[src/rtl/s2p_pkg.sv]
// Shared definitions for the serial link: FSM state type and counter sizing.
// The transmit side (parallel_to_serial) takes CNT_W and CNT_MAX from here as well.
package s2p_pkg;

    typedef enum logic {
        ST_COLLECT = 1'b0,
        ST_HOLD    = 1'b1
    } state_t;

    localparam int DATA_W_DEF = 16;
    localparam int CNT_W      = $clog2(DATA_W_DEF);
    localparam int CNT_MAX    = DATA_W_DEF - 1;

    // Bit-counter width for a given word width; clamped so a bad DATA_W still elaborates to the error.
    function automatic int calc_cnt_w(input int data_w);
        return (data_w < 2) ? 1 : $clog2(data_w);
    endfunction

endpackage

[src/rtl/s2p_out_buf.sv]
// Output word register with valid/ready, used by serial_to_parallel when
// S2P_DOUBLE_BUFFER_EN is defined so that collection can overlap a waiting word.
module s2p_out_buf #(
    parameter int DATA_W = 16
) (
    input  logic              clk,
    input  logic              reset,
    input  logic              load_i,
    input  logic [DATA_W-1:0] data_i,
    input  logic              p_ready_i,
    output logic              valid_o,
    output logic [DATA_W-1:0] data_o
);

    logic              out_vld_q, out_vld_d;
    logic [DATA_W-1:0] out_q, out_d;

    // A load on the same edge as a consume wins: the flag stays set with the new word.
    always_comb begin
        out_vld_d = out_vld_q;
        out_d     = out_q;
        if (load_i) begin
            out_vld_d = 1'b1;
            out_d     = data_i;
        end else if (p_ready_i) begin
            out_vld_d = 1'b0;
        end
    end

    always_ff @(posedge clk or posedge reset) begin
        if (reset) begin
            out_vld_q <= 1'b0;
            out_q     <= '0;
        end else begin
            out_vld_q <= out_vld_d;
            out_q     <= out_d;
        end
    end

    assign valid_o = out_vld_q;
    assign data_o  = out_q;

endmodule

[src/rtl/serial_to_parallel.sv]
// Serial-to-parallel receiver: assembles DATA_W-bit words LSB first from a 1-bit stream.
// Optional feature macro: S2P_DOUBLE_BUFFER_EN (separate output register, no serial bubble).
module serial_to_parallel
    import s2p_pkg::*;
#(
    parameter int DATA_W = 16
) (
    input  logic              clk,
    input  logic              reset,
    input  logic              s_valid_i,
    input  logic              s_data_i,
    output logic              s_ready_o,
    output logic              p_valid_o,
    output logic [DATA_W-1:0] p_data_o,
    input  logic              p_ready_i
);

    localparam int            CW       = calc_cnt_w(DATA_W);
    localparam logic [CW-1:0] CNT_LAST = CW'(DATA_W - 1);

    if (DATA_W < 2) begin : g_bad_width
        $error("serial_to_parallel: DATA_W must be >= 2");
    end

    // Both ports: a transfer happens on a rising edge where valid && ready; a
    // producer holds valid and data until that edge, and a consumer may change
    // ready freely.
    logic [CW-1:0]     cnt_q, cnt_d;
    logic [DATA_W-1:0] shift_q, shift_d;
    logic [DATA_W-1:0] shift_nxt;
    logic              last_bit;
    logic              bit_acc;

`ifdef S2P_DOUBLE_BUFFER_EN
    logic              out_vld;
    logic [DATA_W-1:0] out_data;

    // Stall only the final bit of a word, and only while the previous word is still unclaimed.
    assign s_ready_o = !(last_bit && out_vld && !p_ready_i);

    s2p_out_buf #(
        .DATA_W (DATA_W)
    ) u_out_buf (
        .clk       (clk),
        .reset     (reset),
        .load_i    (bit_acc && last_bit),
        .data_i    (shift_nxt),
        .p_ready_i (p_ready_i),
        .valid_o   (out_vld),
        .data_o    (out_data)
    );

    assign p_valid_o = out_vld;
    assign p_data_o  = out_data;
`else
    state_t state_q, state_d;
    logic   s_ready_q, s_ready_d;
    logic   p_valid_q, p_valid_d;

    assign s_ready_o = s_ready_q;
    assign p_valid_o = p_valid_q;
    assign p_data_o  = shift_q;
`endif

    always_comb begin
        shift_nxt = {s_data_i, shift_q[DATA_W-1:1]};
        last_bit  = (cnt_q == CNT_LAST);
        bit_acc   = s_valid_i && s_ready_o;
        cnt_d     = cnt_q;
        shift_d   = shift_q;
        if (bit_acc) begin
            shift_d = shift_nxt;
            cnt_d   = last_bit ? '0 : cnt_q + 1'b1;
        end
`ifndef S2P_DOUBLE_BUFFER_EN
        state_d   = state_q;
        s_ready_d = s_ready_q;
        p_valid_d = p_valid_q;
        case (state_q)
            ST_COLLECT: begin
                if (bit_acc && last_bit) begin
                    state_d   = ST_HOLD;
                    s_ready_d = 1'b0;
                    p_valid_d = 1'b1;
                end
            end
            // shift_q is frozen here because s_ready_o is low, so p_data_o holds.
            ST_HOLD: begin
                if (p_ready_i) begin
                    state_d   = ST_COLLECT;
                    s_ready_d = 1'b1;
                    p_valid_d = 1'b0;
                end
            end
            default: begin
                state_d   = ST_COLLECT;
                s_ready_d = 1'b1;
                p_valid_d = 1'b0;
            end
        endcase
`endif
    end

    always_ff @(posedge clk or posedge reset) begin
        if (reset) begin
            cnt_q     <= '0;
            shift_q   <= '0;
`ifndef S2P_DOUBLE_BUFFER_EN
            state_q   <= ST_COLLECT;
            s_ready_q <= 1'b1;
            p_valid_q <= 1'b0;
`endif
        end else begin
            cnt_q     <= cnt_d;
            shift_q   <= shift_d;
`ifndef S2P_DOUBLE_BUFFER_EN
            state_q   <= state_d;
            s_ready_q <= s_ready_d;
            p_valid_q <= p_valid_d;
`endif
        end
    end

endmodule

[config.mk]
export PLATFORM = sky130hd
export DESIGN_NAME = serial_to_parallel
export DESIGN_NICKNAME = d
export VERILOG_FILES = /design/src/rtl/s2p_pkg.sv /design/src/rtl/s2p_out_buf.sv /design/src/rtl/serial_to_parallel.sv
export SDC_FILE = /design/constraint.sdc
export NUM_CORES = 1
export LEC_CHECK = 0
export CAP_MARGIN = 0
export CORE_ASPECT_RATIO = 0.8
export CORE_MARGIN = 5
export CORE_UTILIZATION = 45
export CTS_CLUSTER_SIZE = 14
export DETAILED_ROUTE_END_ITERATION = 6
export PLACE_DENSITY = 0.73
export SETUP_SLACK_MARGIN = 0.15
export SLEW_MARGIN = 20
export SYNTH_ARGS = -nofsm -noshare
export SYNTH_HDL_FRONTEND = slang
export SYNTH_SLANG_ARGS = --single-unit
[constraint.sdc]
create_clock -name clk -period 2 [get_ports clk]
set_input_delay 0.2 -clock clk [delete_from_list [all_inputs] [get_ports clk]]
set_output_delay 0.2 -clock clk [all_outputs]
set_load 0.03 [all_outputs]
After elaboration in Yosys (flattened, before gate mapping). Cells that the tools add are included.

Add/subtract/negate cells: 1. Equality and inequality tests: 3. Multiplexer cells: 10. Bitwise logic cells: 1. Reductions and logical operators: 3.

Operators with widths (count): $mux 1 (6); $pmux 1 s2 (3); $add 4x1->4 const B (1); $eq 4x4->1 const B (1); $mux 4 (1); $ne 2x2->1 const B (2); $logic_and 1x1->1 (2); $reduce_and 2->1 (1); $not 1->1 (1).

Register bits: 23. Bits of input ports: 5. Output and inout port bits: 18. Word-level logic and storage cells: 23.

Longest topological paths before layout. Gate-level depths: netlist of the first run.

Depth in word-level cells: 4. Depth in mapped cells: 4. Depth with buffers taken out: 4.

Worst setup path after synthesis of the first run. Ideal clock, no wire load.

Path type: flip-flop to flip-flop. From: register s_ready_q (netlist: s_ready_o). To: register cnt_q[1]. Library setup time: 0.125 ns. Arrival: 1.173 ns. Data required time: 1.875 ns. Slack: 0.702 ns. Cell stages (with the launch flop): 4. Path buffers: 1. Clock period less this slack: 1.298 ns. Path through: dfstp_2 -> nand2_2 -> buf_6 -> mux2_4.

Longest elaborated chain between the ends: 1.

Ends and longest elaborated chain: from (decl) (line serial_to_parallel.sv:57) `logic s_ready_q, s_ready_d;`; from (signal assigned) (line serial_to_parallel.sv:118) `s_ready_q <= s_ready_d;`; $logic_and 1x1->1 (line serial_to_parallel.sv:68) `bit_acc = s_valid_i && s_ready_o;`; to (signal assigned) (line serial_to_parallel.sv:114) `cnt_q <= cnt_d;`; to (decl) (line serial_to_parallel.sv:28) `logic [CW-1:0] cnt_q, cnt_d;`.

No other way between the ends. A chain may end at the register's enable or synchronous reset.

Final worst setup path of the first run.
From: register s_ready_q (netlist: s_ready_o). To: output port s_ready_o.

RTL lines: to (decl) (line serial_to_parallel.sv:12) `output logic s_ready_o,`.

No word-level cell between the ends.

==> results of run 1 <==
==> power by group through the flow <==
stage	registers [W]	logic [W]	clock network, W
after detailed placement	0.000474	0.0000206	0
final	0.000465	0.0000198	0.000207
after global routing	0.000465	0.0000226	0.000246
after floorplan	0.000474	0.00000732	0
after global placement	0.000474	0.0000199	0
after CTS	0.000465	0.0000205	0.000225
==> synthesized netlist by cell type (all sizes together) <==
| master | instances |
|---|---|
| xnor2 | 1 |
| nor2 | 1 |
| buf | 2 |
| nor3 | 1 |
| dfrtp | 22 |
| dfstp | 1 |
| o31ai | 1 |
| a21oi | 2 |
| nand2 | 3 |
| nor3b | 1 |
| a21o | 3 |
| inv | 2 |
| ha | 1 |
| mux2 | 17 |
| nand3 | 3 |
| o21ai | 1 |
==> path summary, 6_finish.rpt <==
check	end	cells after the start
max	s_ready_o	1
min	p_data_o[3]	2
max reg2reg	p_data_o[10]	3
min reg2reg	cnt_q[3]	1
max in group asynchronous	p_data_o[9]	3
min in group clk	cnt_q[3]	1
==> cell type report <==
type / count / area [µm²]
clock buffer: 4 / 26.3
fill: 181 / 846
inverter: 2 / 7.51
multi-input combinational: 35 / 378
sequential: 23 / 577
tap: 25 / 31.3
timing repair buffer: 25 / 255
==> flip-flops by register name (all words and copies together), names as in the netlist <==
| signal | cells |
|---|---|
| p_valid_o | 1 |
| state_q | 1 |
| s_ready_o | 1 |
| cnt_q | 4 |
| p_data_o | 16 |
==> logic make-up after synthesis <==
logic type | after synthesis | synth area share [%]
DFF | 23 | 58.6
xor gates and xnor gates | 1 | 0.890
AOI/OAI and AO/OA | 7 | 4.57
adders and majority gates | 1 | 1.27
muxes | 17 | 25.9
and+or+nand+nor | 9 | 5.72
buffers and inverters | 4 | 3.05
==> through the flow <==
stage | util [%] | hold WS, ps | instances | cell area (µm²) | power (W)
3_5_place_dp | 58.9 | 471 | 110 | 1250 | 0.000494
5_1_grt | 60.1 | 267 | 114 | 1270 | 0.000734
2_1_floorplan | - | 201 | 62 | 985 | 0.000481
3_3_place_gp | 58.9 | 464 | 110 | 1250 | 0.000494
4_1_cts | 60.1 | 250 | 114 | 1270 | 0.000710
6_report | 60.1 | 244 | 114 | 1270 | 0.000692
==> layer usage <==
layer	vias up	track usage [%]	wire length [µm]
li1	272	-	-
met1	284	14.7	786
met2	20	19.5	737
met3	0	5.83	136
met4	0	1.06	0
met5	-	0	0
==> key figures, run 1 <==
Outcome
  • Result of the run: finished, final reports clean

Placement
  • Port Buffers: 22
  • Setup slack at placement: around 450 ps
  • DP Wirelength: around 1200 µm
  • GP Congestion: slightly above 0.7

Global routing
  • Total global-route track usage: between 10% and 20%
  • Vias in the first global route: roughly 630
  • Largest net degree at the start of global routing: 16
  • Wire length of the first global-routing pass: between 2000 and 3000 µm
  • Number of antenna violations at the first check in global routing: 0
  • GRT overflow: 0

Synthesis
  • Total number of yosys warnings: 0
  • Nets in the synthesized netlist: 68
  • Post-synthesis cell type with the largest combined area: dfrtp_1
  • Portion of the post-synthesis area used by sequential elements: 58.6%
  • Synth area leaders: dfrtp_1 (56%), mux2_4 (26%), dfstp_2 (2.7%), a21o_1 (2.3%), buf_6 (2.3%)
  • Mean cell area of the mapped netlist: 15.9 µm²
  • Register bit count reported by yosys: 23
  • Number of standard cells after synthesis: 62
  • Share of Yosys cell area claimed by the top area cell type: 55.9%
  • Count of distinct cell types in the synthesized netlist: 17
  • Cell Area, Synth: approximately 980 µm²

CTS
  • Number of hold buffers added after cts: 0
  • Post-CTS Setup Bufs: 0
  • Clock buffers created by TritonCTS: 3
  • # clock sinks: 23
  • Post-CTS sizing: 0
  • Worst-path clk slew: 120 ps
  • Max clock buf depth: 2
  • Worst-Skew Late Latency: 300 ps
  • Deepest level of the CTS H-tree: 1
  • TritonCTS clock tree: done
  • Clock root cell: clkbuf_4

STA
  • Post-layout minimum cycle time: approximately 1800 ps
  • Final worst setup slack: 234 ps
  • Finish-stage setup viols: 0
  • Final Hold Violating Endpoints: 0
  • Fin Setup TNS: 0 ps
  • Setup repair after global routing missed its margin: no
  • Max_slew headroom: 62.2%
  • Slew at the pin with the worst max-slew slack: 566 ps
  • Final critical-path share of the clock period: 88.3%
  • Max-slew violation count: 0
  • Achievable clock frequency: approximately 570 MHz
  • Worst clock skew: around 3.6 ps

Route
  • Pre-Repair DR Iteration Count: 4
  • Vias after detailed routing: 576
  • Total DRC errors in the routed layout: 0
  • 1st-iter DRT viols: 8
  • Routed len/inst: 14.6 µm
  • Final WL: 1660 µm
  • Via/cell ratio: 5.05
  • Antenna-violating nets left: 0

Die
  • I/O pin count: 23
  • Area enclosed by the die boundary: around 3200 µm²
  • Horizontal extent of the die: between 60 and 70 µm
  • Effective utilization at floorplan: 46.4%
  • Site row count: 15
  • Core Region: ~2100 µm²
  • Chip height: between 50 and 60 µm

Finish
  • Synthesis-to-layout area growth: 29.5%
  • Share of final-layout standard cells stronger than drive strength 1: a little under 30%
  • Leading cell types in the layout, fill and taps excluded: dfrtp_1 (22), clkdlybuf4s50_1 (22), mux2_4 (17)
  • Antenna Diode Count: 0
  • Final layout net count: 96

Critical path
  • Largest incremental delay on the critical path: 680 ps
  • Data arrival time of the critical path: 1570 ps
  • Source of the critical timing path: s_ready_o
  • Critical path cell sequence: clkdlybuf4s50_1
  • Maximum fanout encountered on the critical timing path: 5
  • Critical path's slowest cell: clkdlybuf4s50_1
  • Data required time of the critical path: 1800 ps
  • Worst Path Buf+Inv: 1
  • Worst reg2reg path startpoint: s_ready_o
  • Startpoint type of the worst setup path: register
  • Family of cells with the greatest summed delay on the critical path: buffers and inverters
  • Reg-to-reg setup timing slack: around 600 ps
  • Crit path capture type: output pin
  • Type of the setup path with the least slack: register to output pin

Run
  • Number of max-capacitance violations reported: 0

Power and ir drop
  • Combinational Power Share: 2.9%
  • Clock power share: 29.9%
  • Switching component of the power: 0.000141 W
  • Part of the power in registers: 67.2%
  • Lkg Pwr: 0.659 nW
  • Max IR drop VDD: 0.451 mV
  • Cell-internal power: roughly 0.00055 W
  • Power per cell area: around 540 nW/µm²
  • Switching portion of total power: 20.3%

Hold path
  • Type of the tightest min-delay check: input port to asynchronous set/reset pin
(Power assumes the default switching activity.)
==> run 2, diff against run 1 <==
--- a/config.mk
+++ b/config.mk
@@ -10,4 +10,5 @@
 export CORE_MARGIN = 5
 export CORE_UTILIZATION = 45
+export CTS_BUF_LIST = sky130_fd_sc_hd__clkbuf_16
 export CTS_CLUSTER_SIZE = 14
 export DETAILED_ROUTE_END_ITERATION = 6
==> constraint.sdc (replaced) <==
create_clock -name clk -period 2 [get_ports clk]
set_input_delay 0.2 -clock clk [delete_from_list [all_inputs] [get_ports clk]]
set_output_delay 0.2 -clock clk [all_outputs]
set_load 0.1 [all_outputs]
==> key figures, run 2 (synthesis results as in run 1) <==
CTS
  • Post-CTS Setup Bufs: 0 (unchanged)
  • Clock buffers created by TritonCTS: 3 (unchanged)
  • # clock sinks: 23 (unchanged)
  • Worst-Skew Late Latency: 250 ps (-50 ps)
  • Number of hold buffers added after cts: 0 (unchanged)
  • Worst-path clk slew: 60 ps (-60 ps)
  • Deepest level of the CTS H-tree: 1 (unchanged)
  • TritonCTS clock tree: done
  • Post-CTS sizing: 0 (unchanged)
  • Max clock buf depth: 2 (unchanged)
  • Clock root cell: clkbuf_16

Finish
  • Share of final-layout standard cells stronger than drive strength 1: 50.0% (+21 points)
  • Synthesis-to-layout area growth: 29.6% (about the same)
  • Largest register FFs: 16 (unchanged)
  • Leading cell types in the layout, fill and taps excluded: dfrtp_1 (22), buf_4 (19), mux2_4 (17)
  • Final layout net count: 95 (-1.0%)
  • Most common cell after layout, fill and taps aside: dfrtp_1
  • Finished Layout Cells: 113 (-0.88%)
  • Antenna Diode Count: 0 (unchanged)

Critical path
  • Crit path capture type: output pin
  • Worst reg2reg path startpoint: s_ready_o
  • Critical path cell sequence: buf_4
  • Source of the critical timing path: s_ready_o
  • Worst r2r path cells: 3 (unchanged)
  • End of the critical path: s_ready_o
  • Worst Path Buf+Inv: 1 (unchanged)
  • Family of cells with the greatest summed delay on the critical path: flip-flops
  • Type of the setup path with the least slack: register to output pin
  • Largest incremental delay on the critical path: 570 ps (-110 ps)
  • Reg-to-reg endpoint: p_data_o[14]
  • Data required time of the critical path: 1800 ps (about the same)
  • Reg-to-reg setup timing slack: 770 ps (+170 ps)
  • Startpoint type of the worst setup path: register
  • Data arrival time of the critical path: 1120 ps (-450 ps)
  • Cell count along the critical path: 1 (unchanged)
  • Critical path's slowest cell: dfstp_2
  • Maximum fanout encountered on the critical timing path: 5 (unchanged)

Global routing
  • Number of antenna violations at the first check in global routing: 0 (unchanged)
  • Total global-route track usage: 10.6% (-1.2 points)
  • Vias in the first global route: 605 (-4.1%)
  • GRT overflow: 0 (unchanged)
  • Largest net degree at the start of global routing: 21 (+5)
  • Wire length of the first global-routing pass: 2680 µm (-9.5%)

Power and ir drop
  • Lkg Pwr: 0.719 nW (+8.9%)
  • Max IR drop VDD: 0.837 mV (+86%)
  • Power per cell area: 709 nW/µm² (+31%)

STA
  • Achievable clock frequency: 755 MHz (+33%)
  • Fin Setup TNS: 0 ps (unchanged)
  • Final Hold Violating Endpoints: 0 (unchanged)
  • Slew at the pin with the worst max-slew slack: 560 ps (-6.26 ps)
  • Post-route worst hold slack: 302 ps (+58.2 ps)
  • Setup repair after global routing missed its margin: no
  • Finish-stage setup viols: 0 (unchanged)
  • Max_slew headroom: 62.6% (+0.42 points)
  • Worst clock skew: 0.563 ps (-3.06 ps)
  • Final critical-path share of the clock period: 66.2% (-22 points)
  • Max-slew violation count: 0 (unchanged)
  • Post-layout minimum cycle time: 1320 ps (-442 ps)

Route
  • 1st-iter DRT viols: 10 (+2)
  • Via/cell ratio: 5.06 (+0.18%)
  • Routed len/inst: 13.9 µm (-4.3%)
  • Total DRC errors in the routed layout: 0 (unchanged)
  • Antenna-violating nets left: 0 (unchanged)
  • Final WL: 1570 µm (-5.2%)
  • Vias after detailed routing: 572 (-0.69%)
  • Pre-Repair DR Iteration Count: 2 (-2)

Die
  • Horizontal extent of the die: 62.3 µm (unchanged)
  • Effective utilization at floorplan: 46.4% (unchanged)
  • Core Region: 2120 µm² (unchanged)
  • Area enclosed by the die boundary: 3230 µm² (unchanged)
  • I/O pin count: 23 (unchanged)
  • Site row count: 15 (unchanged)
  • Chip height: 51.8 µm (unchanged)

Placement
  • GP Congestion: 0.716 (-0.43%)
  • Port Buffers: 22 (unchanged)
  • DP Wirelength: 1130 µm (-8.6%)
  • Post-placement cell count: 109 (-0.91%)

Outcome
  • Result of the run: finished, final reports clean

Hold path
  • Type of the tightest min-delay check: input port to asynchronous set/reset pin

Run
  • Number of max-capacitance violations reported: 0 (unchanged)
## run 2: cell types whose count changed in the layout (fill, tap and decap cells not counted)
cell,previous run,this run
clkbuf_4,3,0
clkbuf_1,1,0
clkinv_2,0,1
clkbuf_16,0,3
buf_4,2,19
clkdlybuf4s50_1,22,4
## run 2: power breakdown
part | switching [W] | internal [W]
Combinational | 0.0000113 | 0.00000841
Clock | 0.000151 | 0.000268
Sequential | 0 | 0.000466
## run 2: routing by layer
layer	up-vias	track usage, %	wire, µm
met5	-	0	0
met3	0	4.97	117
met2	17	17.4	739
met4	0	2.12	0
met1	287	13.0	717
li1	268	-	-
## run 2: worst min-delay path by stage
stage | cells past startpoint | slack (ps) | to | startpoint
6_report | 2 | 300 | p_data_o[2] | reset
5_1_grt | 2 | 380 | p_data_o[1] | reset
4_1_cts | 2 | 330 | p_data_o[1] | reset
3_5_place_dp | 1 | 470 | p_valid_o | p_valid_o
3_3_place_gp | 1 | 470 | p_valid_o | p_valid_o
2_1_floorplan | 1 | 200 | cnt_q[0] | reset
## run 2: per-stage QoR
stage          worst slack [ps]  cell area (µm²)  util (%)  total power [W]
5_1_grt                     647             1280      60.2         0.000949
3_3_place_gp                612             1200      56.4         0.000494
2_1_floorplan               414              985         -         0.000481
4_1_cts                     667             1280      60.2         0.000925
3_5_place_dp                604             1200      56.4         0.000494
6_report                    676             1280      60.2         0.000904
## run 2: area by class of cell
cell class	count	area, µm²
Fill cell	167	845
Sequential cell	23	577
Multi-Input combinational cell	35	378
Timing Repair Buffer	24	203
Clock buffer	3	75.1
Tap cell	25	31.3
Inverter	2	7.51
Clock inverter	1	5.00
## run 2: worst reg2reg max path, stage by stage, from the launching register on
cell and delay, ps:
dfstp_2 570, nand2_2 70, buf_12 170, mux2_4 310
